## src/rtl/fifo_pkg.sv

```systemverilog
// Shared types and constants for the handshake FIFO family.
package fifo_pkg;

   localparam int FIFO_DATA_W_DEF = 8;
   localparam int FIFO_DEPTH_DEF  = 16;

   typedef enum logic {
      WR_IDLE = 1'b0,
      WR_ACK  = 1'b1
   } wr_state_t;

   // Address width for a given depth, never narrower than one bit.
   function automatic int addr_w(input int depth);
      return (depth > 1) ? $clog2(depth) : 1;
   endfunction

endpackage

```

## src/rtl/fifo_mem.sv

```systemverilog
// Simple dual-port register array: synchronous write, asynchronous read.
// Zero read latency; no flow control of its own.
module fifo_mem #(
   parameter int DATA_W = 8,
   parameter int DEPTH  = 16,
   parameter int AW     = 4
) (
   input  logic              clk,
   input  logic              wr_en,
   input  logic [AW-1:0]     wr_addr,
   input  logic [DATA_W-1:0] wr_data,
   input  logic [AW-1:0]     rd_addr,
   output logic [DATA_W-1:0] rd_data
);

   logic [DATA_W-1:0] mem [DEPTH];

   always_ff @(posedge clk) begin
      if (wr_en) mem[wr_addr] <= wr_data;
   end

   assign rd_data = mem[rd_addr];

endmodule

```

## src/rtl/handshake_fifo.sv

```systemverilog
// FIFO with four-phase valid/ack write side and first-word-fall-through read side.
// Write-to-read latency 1 cycle; a write stalls in IDLE (no ack) while full unless a pop frees space.
// Optional synchronous flush input when HANDSHAKE_FIFO_FLUSH_EN is defined.
module handshake_fifo
   import fifo_pkg::*;
#(
   parameter int DATA_W    = FIFO_DATA_W_DEF,
   parameter int DEPTH     = FIFO_DEPTH_DEF,
   parameter int AFULL_LVL = DEPTH - 2
) (
   input  logic                      clk,
   input  logic                      rst,
`ifdef HANDSHAKE_FIFO_FLUSH_EN
   input  logic                      flush,
`endif
   input  logic [DATA_W-1:0]         data_in,
   input  logic                      data_in_valid,
   output logic                      data_in_ack,
   output logic [DATA_W-1:0]         data_out,
   output logic                      data_out_valid,
   input  logic                      data_out_read,
   output logic [addr_w(DEPTH):0]    level,
   output logic                      full,
   output logic                      almost_full,
   output logic                      underflow_err
);

   localparam int AW = addr_w(DEPTH);
   localparam int LW = AW + 1;

   wr_state_t         wr_state;
   logic [AW-1:0]     wr_ptr;
   logic [AW-1:0]     rd_ptr;
   logic [LW-1:0]     level_nxt;
   logic [DATA_W-1:0] rd_data;
   logic              flush_i;
   logic              pop;
   logic              cap;

`ifdef HANDSHAKE_FIFO_FLUSH_EN
   assign flush_i = flush;
`else
   assign flush_i = 1'b0;
`endif

   // A full FIFO still accepts a word when the head leaves in the same cycle.
   assign pop = data_out_valid & data_out_read & ~flush_i;
   assign cap = (wr_state == WR_IDLE) & data_in_valid & (~full | pop) & ~flush_i;

   always_comb begin
      level_nxt = level;
      if (flush_i)
         level_nxt = '0;
      else if (cap && !pop)
         level_nxt = level + 1'b1;
      else if (pop && !cap)
         level_nxt = level - 1'b1;
   end

   always_ff @(posedge clk) begin
      if (rst) begin
         wr_state       <= WR_IDLE;
         data_in_ack    <= 1'b0;
         wr_ptr         <= '0;
         rd_ptr         <= '0;
         level          <= '0;
         data_out_valid <= 1'b0;
         full           <= 1'b0;
         almost_full    <= 1'b0;
         underflow_err  <= 1'b0;
      end else begin
         case (wr_state)
            WR_IDLE: if (cap) begin
               wr_state    <= WR_ACK;
               data_in_ack <= 1'b1;
            end
            WR_ACK: if (!data_in_valid) begin
               wr_state    <= WR_IDLE;
               data_in_ack <= 1'b0;
            end
            default: begin
               wr_state    <= WR_IDLE;
               data_in_ack <= 1'b0;
            end
         endcase

         if (flush_i) begin
            wr_ptr <= '0;
            rd_ptr <= '0;
         end else begin
            if (cap) wr_ptr <= wr_ptr + 1'b1;
            if (pop) rd_ptr <= rd_ptr + 1'b1;
         end

         // Flags derive from the next level so they agree with it every cycle.
         level          <= level_nxt;
         data_out_valid <= (level_nxt != '0);
         full           <= (level_nxt == LW'(DEPTH));
         almost_full    <= (level_nxt >= LW'(AFULL_LVL));

         if (data_out_read && !data_out_valid) underflow_err <= 1'b1;
      end
   end

   fifo_mem #(
      .DATA_W (DATA_W),
      .DEPTH  (DEPTH),
      .AW     (AW)
   ) u_mem (
      .clk     (clk),
      .wr_en   (cap),
      .wr_addr (wr_ptr),
      .wr_data (data_in),
      .rd_addr (rd_ptr),
      .rd_data (rd_data)
   );

   assign data_out = data_out_valid ? rd_data : '0;

endmodule

```

## config.mk

```make
export PLATFORM = sky130hd
export DESIGN_NAME = handshake_fifo
export DESIGN_NICKNAME = d
export VERILOG_FILES = /design/src/rtl/fifo_pkg.sv /design/src/rtl/fifo_mem.sv /design/src/rtl/handshake_fifo.sv
export SDC_FILE = /design/constraint.sdc
export NUM_CORES = 1
export LEC_CHECK = 0
export ABC_CLOCK_PERIOD_IN_PS = 1930
export BUFFER_PORTS_ARGS = -buffer_cell sky130_fd_sc_hd__buf_2
export CAP_MARGIN = 20
export CORE_MARGIN = 3
export CORE_UTILIZATION = 41
export CTS_CLUSTER_SIZE = 16
export DETAILED_ROUTE_END_ITERATION = 7
export SLEW_MARGIN = 30
export SYNTH_ARGS = -nofsm -noshare
export SYNTH_HDL_FRONTEND = slang
export SYNTH_SLANG_ARGS = --single-unit
```

## constraint.sdc

```tcl
create_clock -name clk -period 1.93 [get_ports clk]
set_input_delay 0 -clock clk [delete_from_list [all_inputs] [get_ports clk]]
set_output_delay 0 -clock clk [all_outputs]
set_load 0.02 [all_outputs]
```

==> results of run 1 <==
## sequential cells by signal, summed over array words and instances (netlist names), named ones only
signal and count:
almost_full 1, data_in_ack 1, data_out_valid 1, full 1, level 5, rd_ptr 4
u_mem.mem 128, underflow_err 1, wr_ptr 4, wr_state 1
## critical path: stages (launching register included)
cell and delay [ps]:
dfxtp_4 430, buf_12 150, mux4_2 520, mux4_2 480, and2_4 170, buf_4 150
## what timing repair did
item | CTS | global route
setup endpoints to repair | 8 | 45
cloned | 1 | 0
endpoints found under the hold margin | 142 | 0
pin swaps | 1 | 0
hold buffers | 12 | 0
resized for setup | 14 | 9
## power groups by stage
stage | sequential [uW] | combinational, uW | clock (uW)
4_1_cts | 3740 | 1380 | 3210
6_report | 3740 | 1380 | 3130
3_3_place_gp | 3790 | 1250 | 0
2_1_floorplan | 3830 | 796 | 0
3_5_place_dp | 3800 | 1270 | 0
5_1_grt | 3750 | 1510 | 3360
## metrics by stage
stage | total power [uW] | instance area [um2] | hold WS (ps)
after floorplan | 4630 | 5990 | 98.9
after global placement | 5050 | 6580 | 281
after detailed placement | 5070 | 6580 | 288
after CTS | 8330 | 7330 | 413
after global routing | 8620 | 7350 | 424
final | 8250 | 7350 | 435
## layer usage
layer	part of all wire, %	global-route usage [%]
met5	0	0
met4	0.79	5.68
met3	6.3	4.29
met2	50	26.6
met1	43	22.2
## logic make-up after synthesis
family,Yosys count,share of synthesized area [%]
xor gates and xnor gates,9,1.32
AOI/OAI and AO/OA,16,1.78
and+or+nand+nor,69,6.32
DFF,151,72.0
adders and majority gates,7,1.46
buffers and inverters,21,1.76
muxes,42,15.4
## worst min path at each step
stage / startpoint / endpoint / slack, ps / cells after the start
floorplan: data_in[0] / u_mem.mem[0][0] / 100 / 0
global placement: data_out_read / underflow_err / 280 / 3
detailed placement: data_out_read / underflow_err / 290 / 3
CTS: data_in_valid / wr_state / 410 / 3
global route: data_in_valid / wr_state / 420 / 3
finish: data_in_valid / wr_state / 430 / 3
## placed cells by master, fill, tap and decap left out, types with 7 or more instances in the layout
cell	n
and2_1	12
and2_4	9
buf_12	9
buf_2	23
buf_4	18
clkbuf_16	17
dfxtp_1	22
dlygate4sd3_1	12
edfxtp_1	128
ha_1	7
mux4_2	40
nand2_1	11
nor2_1	19
## area by class of cell
| class | instances | area, um2 |
|---|---|---|
| Sequential cell | 151 | 4310 |
| Multi-Input combinational cell | 143 | 1600 |
| Clock inverter | 13 | 128 |
| Tap cell | 180 | 225 |
| Timing Repair Buffer | 68 | 634 |
| Fill cell | 1132 | 6750 |
| Clock buffer | 19 | 433 |
| Inverter | 6 | 22.5 |
==> flow_metrics.py, run 1 <==
metrics = {
    "outcome": {
        "status": "finished, violations left",
        "violations": "negative setup slack",
    },
    "layout": {
        "fin_nets": 406,
        "final_cell_count_no_fill": 580,
        "n_antenna_cell": 0,
        "post-route-util_pct": 52.1,
        "area_growth_pct": 22.9,
        "drive_gt1_share_pct": 34.0,
    },
    "pwr": {
        "combPwrFrac_pct": 16.7,
        "p_int_uw": 6250,
        "seq_power_share_pct": 45.3,
        "pwr_density_cell_nw_per_um2": 1120,
        "irDropWorstVdd_v": 0.000745,
        "pwr-share-clk_pct": 38.0,
        "p_sw_uw": 2000,
        "p_leak_uw": 0.00250,
        "p_sw_share_pct": 24.2,
    },
    "die": {
        "start_util_pct": 42.4,
        "ioPinCount": 30,
        "fp.dieW_um": 127,
        "std_cell_rows": 43,
        "core_area_um2": 14100,
        "die_y_um": 127,
        "die-area_um2": 16100,
    },
    "placement": {
        "place_congestion": 0.771,
        "place_inst": 535,
        "dp_hpwl_um": 7770,
        "preCtsSetupSlack_ps": -17.5,
        "port_buffers": 29,
    },
    "run": {
        "maxCapViolCount": 0,
    },
    "critical_path": {
        "crit_type": "register to primary output",
        "reg2reg_depth": 6,
        "cp-end-kind": "primary output",
        "worstPathRequired_ps": 1930,
        "cp.arrival_ps": 2310,
        "r2r_slack_ps": 150,
        "startpoint_type": "register",
        "critPathMaxFanout": 7,
        "cp-endpoint": "data_out[3]",
        "timing.rr.end": "u_mem.mem[7][6]",
        "r2r_start": "wr_state",
    },
    "global_routing": {
        "grt_pass1_vias": 3205,
        "grt_pass1_wl_um": 19000,
        "grt_start_max_net_pins": 33,
        "antenna_found_initial": 0,
        "grt.overflow.total": 0,
        "grt_usage_pct": 16.6,
    },
    "clock_tree": {
        "htreeDepth": 4,
        "cts.clk_slew.worst_paths_ps": 60,
        "clockBufferDepth": 2,
        "root_buffer": "clkbuf_16",
        "cts_buffers": 17,
        "cts_sinks": 151,
        "clock_insertion_delay_worst_skew_ps": 410,
        "post_cts_buffers": 0,
        "cts_tree": "yes",
    },
    "detailed_routing": {
        "drt-pass1-iter-count": 4,
        "drc": 0,
        "wl_per_cell_um": 21.3,
        "routed_wl_um": 12300,
        "num_vias": 3070,
        "antenna_left": 0,
        "first_iter_violations": 298,
        "via_per_inst": 5.29,
    },
    "synth": {
        "ys_dominant_reg_cell": "edfxtp_1",
        "syn_inst": 315,
        "yosysTopAreaCell": "edfxtp_1",
        "synth.yosys.seq_area_share_pct": 72.0,
        "async_reset_ff_share_pct": 0,
        "ys_top_cells_by_area": "edfxtp_1, mux4_2, dfxtp_1",
        "synth_edf_count": 128,
        "yosysUniqueCellTypes": 33,
        "avgSynthCellArea_um2": 19.0,
        "yosysMostFrequentCell": "edfxtp_1",
        "netlist_area_um2": 5980,
        "ys_seq_elements": 151,
        "yosys_warnings": 0,
        "syn_nets": 334,
        "yosysTopAreaCellShare_pct": 64.3,
        "yosys-top-cells-count": "edfxtp_1, mux4_2, dfxtp_1, and2_1, nor2_1",
    },
    "timing": {
        "final_max_slew_viol_count": 0,
        "period_share_pct": 120,
        "rsz0062_at_grt": "true",
        "fmax_mhz": 434,
        "setup-tns-final_ps": -2850,
        "finalClockSkew_ps": 6.30,
        "min_period_ps": 2310,
        "slew_headroom_pct": 60.6,
        "worst-slew-pin-transition_ps": 590,
        "finalHoldViolCount": 0,
        "setup_violations": 8,
        "setup_ws_ps": -377,
    },
    "worst_hold_path": {
        "hp-class": "input pin to register",
    },
}
Note: power is estimated with default switching activity, not from simulation.
==> inputs of run 2 (changes only) <==
==> constraint.sdc (replaced) <==
create_clock -name clk -period 1.93 [get_ports clk]
set_input_delay 0.0965 -clock clk [delete_from_list [all_inputs] [get_ports clk]]
set_output_delay 0.0965 -clock clk [all_outputs]
set_load 0.02 [all_outputs]
==> run 2 against run 1 <==
The run still ends with negative setup slack left. Clock skew decreased by 1.2 ps. Critical path depth unchanged. Maximum frequency fell by 5.5%. Non-clock buffer count down 8. Largest power group unchanged. Highest routed layer unchanged.
==> flow_metrics.py, run 2 (synthesis gave the netlist of run 1 again) <==
metrics = {
    "outcome": {
        "status": "finished, violations left",
        "violations": "negative setup slack",
    },
    "timing": {
        "setup_violations": 8,
        "rsz0062_at_grt": "true",
        "setup_ws_ps": -511,
        "fmax_mhz": 410,
        "finalClockSkew_ps": 5.06,
        "whs_ps": 59.9,
        "setup-tns-final_ps": -3860,
        "period_share_pct": 127,
        "worst-slew-pin-transition_ps": 362,
        "slew_headroom_pct": 75.9,
        "final_max_slew_viol_count": 0,
        "finalHoldViolCount": 0,
        "min_period_ps": 2440,
    },
    "clock_tree": {
        "clock_insertion_delay_worst_skew_ps": 420,
        "cts_sinks": 151,
        "cts_tree": "yes",
        "htreeDepth": 4,
        "clockBufferDepth": 2,
        "cts.clk_slew.worst_paths_ps": 60,
        "post_cts_buffers": 0,
        "root_buffer": "clkbuf_16",
        "cts_buffers": 17,
    },
    "global_routing": {
        "grt_pass1_wl_um": 19500,
        "antenna_found_initial": 0,
        "grt_pass1_vias": 3313,
        "grt.overflow.total": 0,
        "grt_start_max_net_pins": 33,
        "grt_usage_pct": 16.8,
    },
    "layout": {
        "fin_nets": 398,
        "final_common_cell": "edfxtp_1",
        "n_antenna_cell": 0,
        "reg_top3": "u_mem.mem: 128 flops, level: 5 flops",
        "drive_gt1_share_pct": 36.1,
        "regMostFlops": "u_mem.mem",
        "layout_common_cells": "edfxtp_1, mux4_2, dfxtp_1",
        "post-route-util_pct": 52.2,
        "largest_register_ffs": 128,
        "area_growth_pct": 23.0,
    },
    "critical_path": {
        "crit_type": "register to primary output",
        "cp-endpoint": "data_out[6]",
        "reg2reg_depth": 6,
        "r2r_slack_ps": 150,
        "critPathMaxFanout": 8,
        "worstPathRequired_ps": 1830,
        "startpoint_type": "register",
        "cp.arrival_ps": 2340,
        "cp-end-kind": "primary output",
        "timing.rr.end": "u_mem.mem[5][7]",
        "r2r_start": "wr_state",
    },
    "detailed_routing": {
        "wl_per_cell_um": 22.0,
        "via_per_inst": 5.34,
        "first_iter_violations": 246,
        "num_vias": 3048,
        "drc": 0,
        "routed_wl_um": 12600,
        "drt-pass1-iter-count": 4,
        "antenna_left": 0,
    },
    "pwr": {
        "p_sw_share_pct": 23.7,
        "seq_power_share_pct": 43.6,
        "combPwrFrac_pct": 16.6,
        "pwr-share-clk_pct": 39.8,
        "p_sw_uw": 2030,
        "p_int_uw": 6540,
        "pwr_density_cell_nw_per_um2": 1170,
        "p_leak_uw": 0.00251,
        "irDropWorstVdd_v": 0.000814,
    },
    "worst_hold_path": {
        "worstHoldStart": "data_in[2]",
        "hp-class": "input pin to register",
        "whs_path_depth": 1,
    },
    "die": {
        "std_cell_rows": 43,
        "core_area_um2": 14100,
        "ioPinCount": 30,
        "fp.dieW_um": 127,
        "start_util_pct": 42.4,
        "die-area_um2": 16100,
        "die_y_um": 127,
    },
    "placement": {
        "dp_hpwl_um": 7880,
        "port_buffers": 29,
        "place_congestion": 0.772,
    },
    "run": {
        "maxCapViolCount": 0,
    },
}
run 2: stage by stage:
step,power [uW],cell area [um2],cells,setup WS (ps)
after floorplan,4630,5990,315,24.1
after global placement,5050,6590,536,-75.4
after detailed placement,5070,6590,536,-124
after CTS,8590,7280,570,-545
after global routing,8920,7350,571,-581
final,8570,7350,571,-511
run 2: worst min path at each step:
stage,slack [ps],endpoint
2_1_floorplan,200,u_mem.mem[0][0]
3_3_place_gp,380,underflow_err
3_5_place_dp,390,underflow_err
4_1_cts,50,u_mem.mem[6][4]
5_1_grt,60,u_mem.mem[0][5]
6_report,60,u_mem.mem[13][2]
run 2: metal layers:
| metal | vias up | GRT usage, % | wire length (um) |
|---|---|---|---|
| met1 | 1575 | 21.1 | 5160 |
| met4 | 0 | 7.63 | 283 |
| li1 | 1380 | - | - |
| met5 | - | 0 | 0 |
| met3 | 24 | 3.96 | 607 |
| met2 | 69 | 28.0 | 6520 |
run 2: power by group through the flow:
stage          Combinational [uW]  Sequential (uW)  Clock, uW
2_1_floorplan                 796             3830          0
3_3_place_gp                 1250             3790          0
3_5_place_dp                 1270             3800          0
4_1_cts                      1360             3740       3480
5_1_grt                      1540             3750       3630
6_report                     1420             3740       3410
run 2: timing repair:
item / in CTS / in global routing
pin swaps: 1 / 0
hold buffers: 2 / 0
cloned: 1 / 1
resized for setup: 14 / 17
endpoints found under the setup margin: 8 / 64
endpoints found under the hold margin: 2 / 0
run 2: layout make-up:
| type | instances | area [um2] |
|---|---|---|
| Fill cell | 1141 | 6740 |
| Clock buffer | 19 | 433 |
| Inverter | 6 | 22.5 |
| Sequential cell | 151 | 4310 |
| Clock inverter | 12 | 176 |
| Timing Repair Buffer | 60 | 583 |
| Multi-Input combinational cell | 143 | 1610 |
| Tap cell | 180 | 225 |
run 2: worst max-delay path, cell delays in order, from the launching register on:
cell and delay, ps:
dfxtp_4 450, buf_12 170, mux4_2 530, mux4_2 500
and2_4 150, buf_6 120
